### src/rtl/cache_port_arbiter.sv
`default_nettype none
// +----------------------------------------------------------------------------+
// | cache_port_arbiter                                                         |
// | Round-robin two-port front end sequencing the single-cache handshake,      |
// | with per-access timeout and saturating hit/miss statistics.                |
// | Rev 1.0                                                                    |
// +----------------------------------------------------------------------------+
module cache_port_arbiter #(
    parameter int AW      = 32,
    parameter int DW      = 32,
    parameter int TIMEOUT = 64
) (
    input  logic          clk,
    input  logic          reset,
    input  logic          req0,
    input  logic          req1,
    input  logic          rw0,
    input  logic          rw1,
    input  logic [AW-1:0] addr0,
    input  logic [AW-1:0] addr1,
    input  logic [DW-1:0] wdata0,
    input  logic [DW-1:0] wdata1,
    output logic          gnt0,
    output logic          gnt1,
    output logic          done0,
    output logic          done1,
    output logic [DW-1:0] rdata0,
    output logic [DW-1:0] rdata1,
    output logic          err,
    output logic          Run,
    output logic          RW,
    output logic [AW-1:0] c_addr,
    output logic [DW-1:0] c_wdata,
    input  logic [DW-1:0] c_rdata,
    input  logic          hit,
    input  logic          Data_Ready,
    output logic [15:0]   hit_cnt,
    output logic [15:0]   miss_cnt
);

    localparam logic [1:0] S_IDLE  = 2'd0;
    localparam logic [1:0] S_ISSUE = 2'd1;
    localparam logic [1:0] S_WAIT  = 2'd2;
    localparam logic [1:0] S_RESP  = 2'd3;

    localparam int            TW     = (TIMEOUT > 2) ? $clog2(TIMEOUT) : 1;
    localparam logic [TW-1:0] T_LAST = TW'(TIMEOUT - 1);

    logic [1:0]    state_q,  state_d;
    logic          owner_q,  owner_d;
    logic          prio_q,   prio_d;
    logic          rw_q,     rw_d;
    logic [AW-1:0] addr_q,   addr_d;
    logic [DW-1:0] wdata_q,  wdata_d;
    logic [DW-1:0] rdata0_q, rdata0_d;
    logic [DW-1:0] rdata1_q, rdata1_d;
    logic          err_q,    err_d;
    logic [TW-1:0] timer_q,  timer_d;
    logic [15:0]   hitc_q,   hitc_d;
    logic [15:0]   missc_q,  missc_d;

    always_ff @(posedge clk or negedge reset) begin
        if (!reset) begin
            state_q  <= S_IDLE;
            owner_q  <= 1'b0;
            prio_q   <= 1'b0;
            rw_q     <= 1'b0;
            addr_q   <= '0;
            wdata_q  <= '0;
            rdata0_q <= '0;
            rdata1_q <= '0;
            err_q    <= 1'b0;
            timer_q  <= '0;
            hitc_q   <= '0;
            missc_q  <= '0;
        end else begin
            state_q  <= state_d;
            owner_q  <= owner_d;
            prio_q   <= prio_d;
            rw_q     <= rw_d;
            addr_q   <= addr_d;
            wdata_q  <= wdata_d;
            rdata0_q <= rdata0_d;
            rdata1_q <= rdata1_d;
            err_q    <= err_d;
            timer_q  <= timer_d;
            hitc_q   <= hitc_d;
            missc_q  <= missc_d;
        end
    end

    always_comb begin
        state_d  = state_q;
        owner_d  = owner_q;
        prio_d   = prio_q;
        rw_d     = rw_q;
        addr_d   = addr_q;
        wdata_d  = wdata_q;
        rdata0_d = rdata0_q;
        rdata1_d = rdata1_q;
        err_d    = err_q;
        timer_d  = timer_q;
        hitc_d   = hitc_q;
        missc_d  = missc_q;
        case (state_q)
            S_IDLE: begin
                if (req0 || req1) begin
                    // Contention resolves to prio; otherwise the lone requester wins
                    owner_d = (req0 && req1) ? prio_q : req1;
                    rw_d    = owner_d ? rw1    : rw0;
                    addr_d  = owner_d ? addr1  : addr0;
                    wdata_d = owner_d ? wdata1 : wdata0;
                    state_d = S_ISSUE;
                end
            end
            S_ISSUE: begin
                timer_d = '0;
                err_d   = 1'b0;
                state_d = S_WAIT;
            end
            S_WAIT: begin
                // Timer is still zero only on the first WAIT cycle
                if (timer_q == '0) begin
                    if (hit) begin
                        if (hitc_q != 16'hFFFF) hitc_d = hitc_q + 16'd1;
                    end else begin
                        if (missc_q != 16'hFFFF) missc_d = missc_q + 16'd1;
                    end
                end
                if (Data_Ready) begin
                    if (!rw_q) begin
                        if (owner_q) rdata1_d = c_rdata;
                        else         rdata0_d = c_rdata;
                    end
                    err_d   = 1'b0;
                    state_d = S_RESP;
                end else if (timer_q == T_LAST) begin
                    if (owner_q) rdata1_d = '0;
                    else         rdata0_d = '0;
                    err_d   = 1'b1;
                    state_d = S_RESP;
                end else begin
                    timer_d = timer_q + 1'b1;
                end
            end
            default: begin
                prio_d  = ~owner_q;
                state_d = S_IDLE;
            end
        endcase
    end

    always_comb begin
        Run      = (state_q == S_ISSUE);
        gnt0     = (state_q == S_ISSUE) && !owner_q;
        gnt1     = (state_q == S_ISSUE) &&  owner_q;
        done0    = (state_q == S_RESP)  && !owner_q;
        done1    = (state_q == S_RESP)  &&  owner_q;
        err      = (state_q == S_RESP)  &&  err_q;
        RW       = rw_q;
        c_addr   = addr_q;
        c_wdata  = wdata_q;
        rdata0   = rdata0_q;
        rdata1   = rdata1_q;
        hit_cnt  = hitc_q;
        miss_cnt = missc_q;
    end

endmodule
`default_nettype wire

### config.mk
export PLATFORM = sky130hd
export DESIGN_NAME = cache_port_arbiter
export DESIGN_NICKNAME = d
export VERILOG_FILES = /design/src/rtl/cache_port_arbiter.sv
export SDC_FILE = /design/constraint.sdc
export NUM_CORES = 1
export LEC_CHECK = 0
export CORE_MARGIN = 3
export CORE_UTILIZATION = 45
export CTS_BUF_LIST = sky130_fd_sc_hd__clkbuf_8 sky130_fd_sc_hd__clkbuf_16
export DETAILED_ROUTE_END_ITERATION = 8
export PLACE_DENSITY = 0.94
export SKIP_LAST_GASP = 1
export SLEW_MARGIN = 20
export SYNTH_ARGS = -nofsm -noshare
export SYNTH_HDL_FRONTEND = slang
export SYNTH_SLANG_ARGS = --single-unit
export TNS_END_PERCENT = 50
### constraint.sdc
create_clock -name clk -period 5.3 [get_ports clk]
set_input_delay 1.06 -clock clk [delete_from_list [all_inputs] [get_ports clk]]
set_output_delay 1.06 -clock clk [all_outputs]
set_load 0.02 [all_outputs]
[Yosys cells after proc, flatten, opt, wreduce, memory -nomap -nowiden]
Cells that the tools add are included.
Storage, ports and cells
  input port bits: 168
  output and inout port bits: 167
  logic and storage cells: 73
  bits in registers: 172
Cells by class
  bitwise operators: 2
  $add $sub $neg: 3
  muxes and demuxes: 24
  equality and inequality tests: 11
  reductions and logical operators: 21
Operators with widths (count)
  32-bit two-way mux: 12
  16-bit by 1-bit adder with 16-bit output (second input constant): 2
  16-bit != test (second input constant): 2
  4-bit AND reduction: 4
  6-bit two-way mux: 2
  6-bit one-hot mux with 2 select lines: 1
  2-bit != test (second input constant): 4
  6-bit by 1-bit adder with 6-bit output (second input constant): 1
  6-bit == test (second input constant): 1
  1-bit logical AND: 6
  6-bit logical NOT: 1
  2-bit two-way mux: 3
  2-bit one-hot mux with 3 select lines: 1
  2-bit AND reduction: 3
  2-bit == test (second input constant): 2
  1-bit two-way mux: 4
  2-bit nonzero test: 2
  3-bit != test (second input constant): 1
  3-bit AND reduction: 1
  3-bit OR reduction: 1
  2-bit by 1-bit == test with 1-bit output (second input constant): 1
  2-bit logical NOT: 1
  1-bit NOT: 2
  1-bit one-hot mux with 2 select lines: 1
  other kinds (2): 2

[Logic depth before layout (Yosys ltp)]
  word-level depth: 4
  depth in mapped cells: 7

[Worst setup path before layout]
No wires, ideal clock.
  kind: in2reg
  from: input port Data_Ready
  to: register rdata1_q[10] (netlist: rdata1[10])
  path slack: 2.762 ns
  data required time: 5.175 ns
  stages on the path: 7
  setup time: 0.125 ns
  arrival: 2.413 ns
  path buffers: 3
  path through: buf_2 nand3b_1 o32ai_2 and3_1 clkbuf_2 buf_4 mux2_2
On the way
  longest elaborated chain between the ends: 2
  elaborated cells on any way between the ends: 4
  those cells by class: 1 x eq/ne; 1 x mux; 2 x reduce/logical
RTL lines
  from (decl): line 36  | input logic Data_Ready,
  2-bit != test (no source line) or 2-bit nonzero test (tied branches)
  4-bit AND reduction (no source line)
  to (signal assigned): line 84  | rdata1_q <= rdata1_d;
  to (decl): line 56  | logic [DW-1:0] rdata1_q, rdata1_d;
Parallel ways exist; a longest one is shown, timed or not.
A chain may end at the register's enable or synchronous reset.

[Final worst setup path]
  from: register state_q[1]
  to: output port gnt1
On the way
  longest elaborated chain between the ends: 2
RTL lines
  from (decl): line 49  | logic [1:0] state_q, state_d;
  from (signal assigned): line 77  | state_q <= state_d;
  2-bit by 1-bit == test with 1-bit output: line 156  | gnt1 = (state_q == S_ISSUE) && owner_q;
  1-bit logical AND: line 156
  to (decl): line 24  | output logic gnt1,
Every way passes these cells.

==> flow_summary.toml <==
[cells_and_area]
postLayoutCoreUtil = 0.716
antenna_cells = 0
final_layout_size_suffix_gt1_frac = 0.120
n_fill_cell = 1176
fin_cells = 1232
multi_input_area_um2 = 3310
nNetsFinal = 1175
final_cell_mix = "clkdlybuf4s50_1, dfrtp_1, nand2_1"
area_growth_pct = 53.5
final_common_cell = "clkdlybuf4s50_1"
final-seq-area_um2 = 4300

[critical_path]
crit_path_end = "gnt1"
critPathSlowestCell = "clkdlybuf4s50_1"
worstPathRequired_ns = 4.24
critPathLaunchType = "register"
cpPeakStageDelay_ns = 0.60
arrival_ns = 1.97
criticalPathCategory = "register to primary output"
end_kind = "primary output"
cp-startpoint = "state_q[1]"
ff2ff_setup_slack_ns = 2.88
r2r_start = "state_q[0]"
path_cells = "inv_1 > ha_1 > and2_1 > clkdlybuf4s50_1"
crit_fanout = 4
worstReg2RegEnd = "miss_cnt[4]"
r2r_cells = 6

[routing]
drtIter0Drc = 199
firstDrtPassIters = 4
viasPerCell = 5.21
vias = 6415
routedWlPerCell_um = 18.2
drtAntennaViolNets = 0
drc = 0
totalWireLength_um = 22500

[global_routing]
grt_first_pass_wirelength_um = 34500
antenna_found_initial = 0
grt_usage = 0.237
grt_pass1_vias = 6636
grt-ovfl-total = 0
grt_max_degree = 104

[sta]
clock_skew_ns = 0.0124
period_needed_ns = 3.03
period_share = 0.572
fin_ws_ns = 2.27
slew_headroom = 0.379
fin_hold_ws_ns = 0.477
finalHoldViolations = 0
clock.fmax_ghz = 0.330
tns_ns = 0
worst_pin_slew_ns = 0.931
finalSetupViolations = 0
slew_violations = 0
grt_setup_unrepaired = "no"

[power_and_ir_drop]
switching_share = 0.382
leakage_nw = 5.44
combPwrFrac = 0.471
intPower_w = 0.00401
power_switching_w = 0.00248
ir_drop_mv = 0.390
seqPwrFrac = 0.338
power_density_nw_per_um2 = 541
clockPowerShare = 0.190

[synthesis]
synthDistinctLibCells = 47
synthTopCellsByArea = "dfrtp_1, mux2_2, mux2i_1"
seq_area_frac_synth = 0.551
synth_top_area_share = 0.551
yosysWarnings = 0
synth_top_area_cell = "dfrtp_1"
netlist_area_um2 = 7810
async_flop_share = 1.00
synthAdderAreaFrac = 0.0128
synth_compound_area_frac = 0.0618
synth_nets = 848
synthMuxAreaShare = 0.180
yosys.area_share.simple = 0.133
synth_top_family_by_area = "multiplexers"
synth_edf_count = 0
synth_xor_area_frac = 0.0336
ys_ff_latch = 172
synth_cells = 672
synth_ff_type = "dfrtp_1"
syn_avg_cell_area_um2 = 11.6

[floorplan]
die_area_um2 = 19000
start_util = 0.466
core-area_um2 = 16800
fp-row-count = 47
die_w_um = 138
die_y_um = 138
io_pins = 335

[clock_tree]
ctsHtreeMaxLevel = 4
cts_sinks = 172
clk-insertion-delay-late_ns = 0.43
clkTransAtPathRegs_ns = 0.07
cts_tree = "built"
cts-root-buf = "clkbuf_16"
ctsLongestPathBuffers = 2
cts_setup_buffers = 0
cts_made_buffers = 17
ctsHoldBuffers = 0
postCtsResizedCells = 0

[place]
portBuffers = 334
dp_cells = 1199
place_ws_ns = 1.93
gp_congestion = 0.875
hpwl_um = 17000

[min_path]
hold_path_class = "register to register"
min-delay-start = "c_wdata[20]"

[flow_run]
maxCapViolCount = 0

[run_status]
status = "complete, no violations"
## worst max-delay path, delay by kind of cell (launching register included)
family | cells | cell delay (ns)
and+or+nand+nor | 1 | 0.17
DFF | 1 | 0.41
adders and majority gates | 1 | 0.28
buffers and inverters | 2 | 0.69
## cells in the mapped netlist (9+ instances only)
library cell	number
nand4_1	12
nor4_1	14
mux2_2	67
nand2_1	76
mux2i_1	65
clkbuf_1	19
o21ai_0	68
and2_1	36
xor2_1	30
inv_1	12
nand3_1	11
nor2_1	9
dfrtp_1	172
buf_2	12
## through the flow
step / power, W / instance area, µm²
floorplan: 0.00371 / 7810
global placement: 0.00517 / 11400
detailed placement: 0.00528 / 11400
CTS: 0.00654 / 12000
global route: 0.00687 / 12000
finish: 0.00649 / 12000
## sequential cells by signal, indices dropped and copies added (netlist names)
| register | cells |
|---|---|
| rdata1 | 32 |
| rdata0 | 32 |
| err_q | 1 |
| hit_cnt | 16 |
| RW | 1 |
| c_addr | 32 |
| c_wdata | 32 |
| miss_cnt | 16 |
| timer_q | 6 |
| state_q | 2 |
| prio_q | 1 |
| owner_q | 1 |
## power by group through the flow
stage	Combinational (W)	Clock [W]	Sequential (W)
global placement	0.00298	0	0.00219
global route	0.00328	0.00132	0.00227
detailed placement	0.00306	0	0.00222
floorplan	0.000920	0	0.00279
CTS	0.00307	0.00126	0.00220
finish	0.00306	0.00123	0.00220
## per-layer routing
metal,global-route usage,routed length [µm],vias up
met2,0.419,11700,237
li1,-,-,3015
met3,0.0906,1920,44
met4,0.0840,604,0
met5,0,0,-
met1,0.259,8210,3119
## cell families (layout without fill, tap and decap cells)
group / Yosys count / after routing
mux: 132 / 132
compound gates: 87 / 87
flops: 172 / 172
xor+xnor: 30 / 30
simple gates: 194 / 194
fa+ha+maj: 8 / 8
buf+inv: 49 / 389
## cell type report
type / instances / share of cell area
Timing Repair Buffer: 345 / 0.290
Multi-Input combinational cell: 451 / 0.276
Sequential cell: 172 / 0.359
Inverter: 12 / 0.00376
Clock buffer: 17 / 0.0355
Tap cell: 220 / 0.0230
Clock inverter: 15 / 0.0131
## worst min path at each step
stage,endpoint,slack (ns),depth (start not counted)
after global placement,c_wdata[21],0.46,2
after floorplan,prio_q,0.46,2
after detailed placement,c_wdata[10],0.47,2
final,c_wdata[20],0.48,2
after global routing,c_wdata[20],0.50,2
after CTS,c_wdata[21],0.48,2
Power figures use the tool's default switching activity.
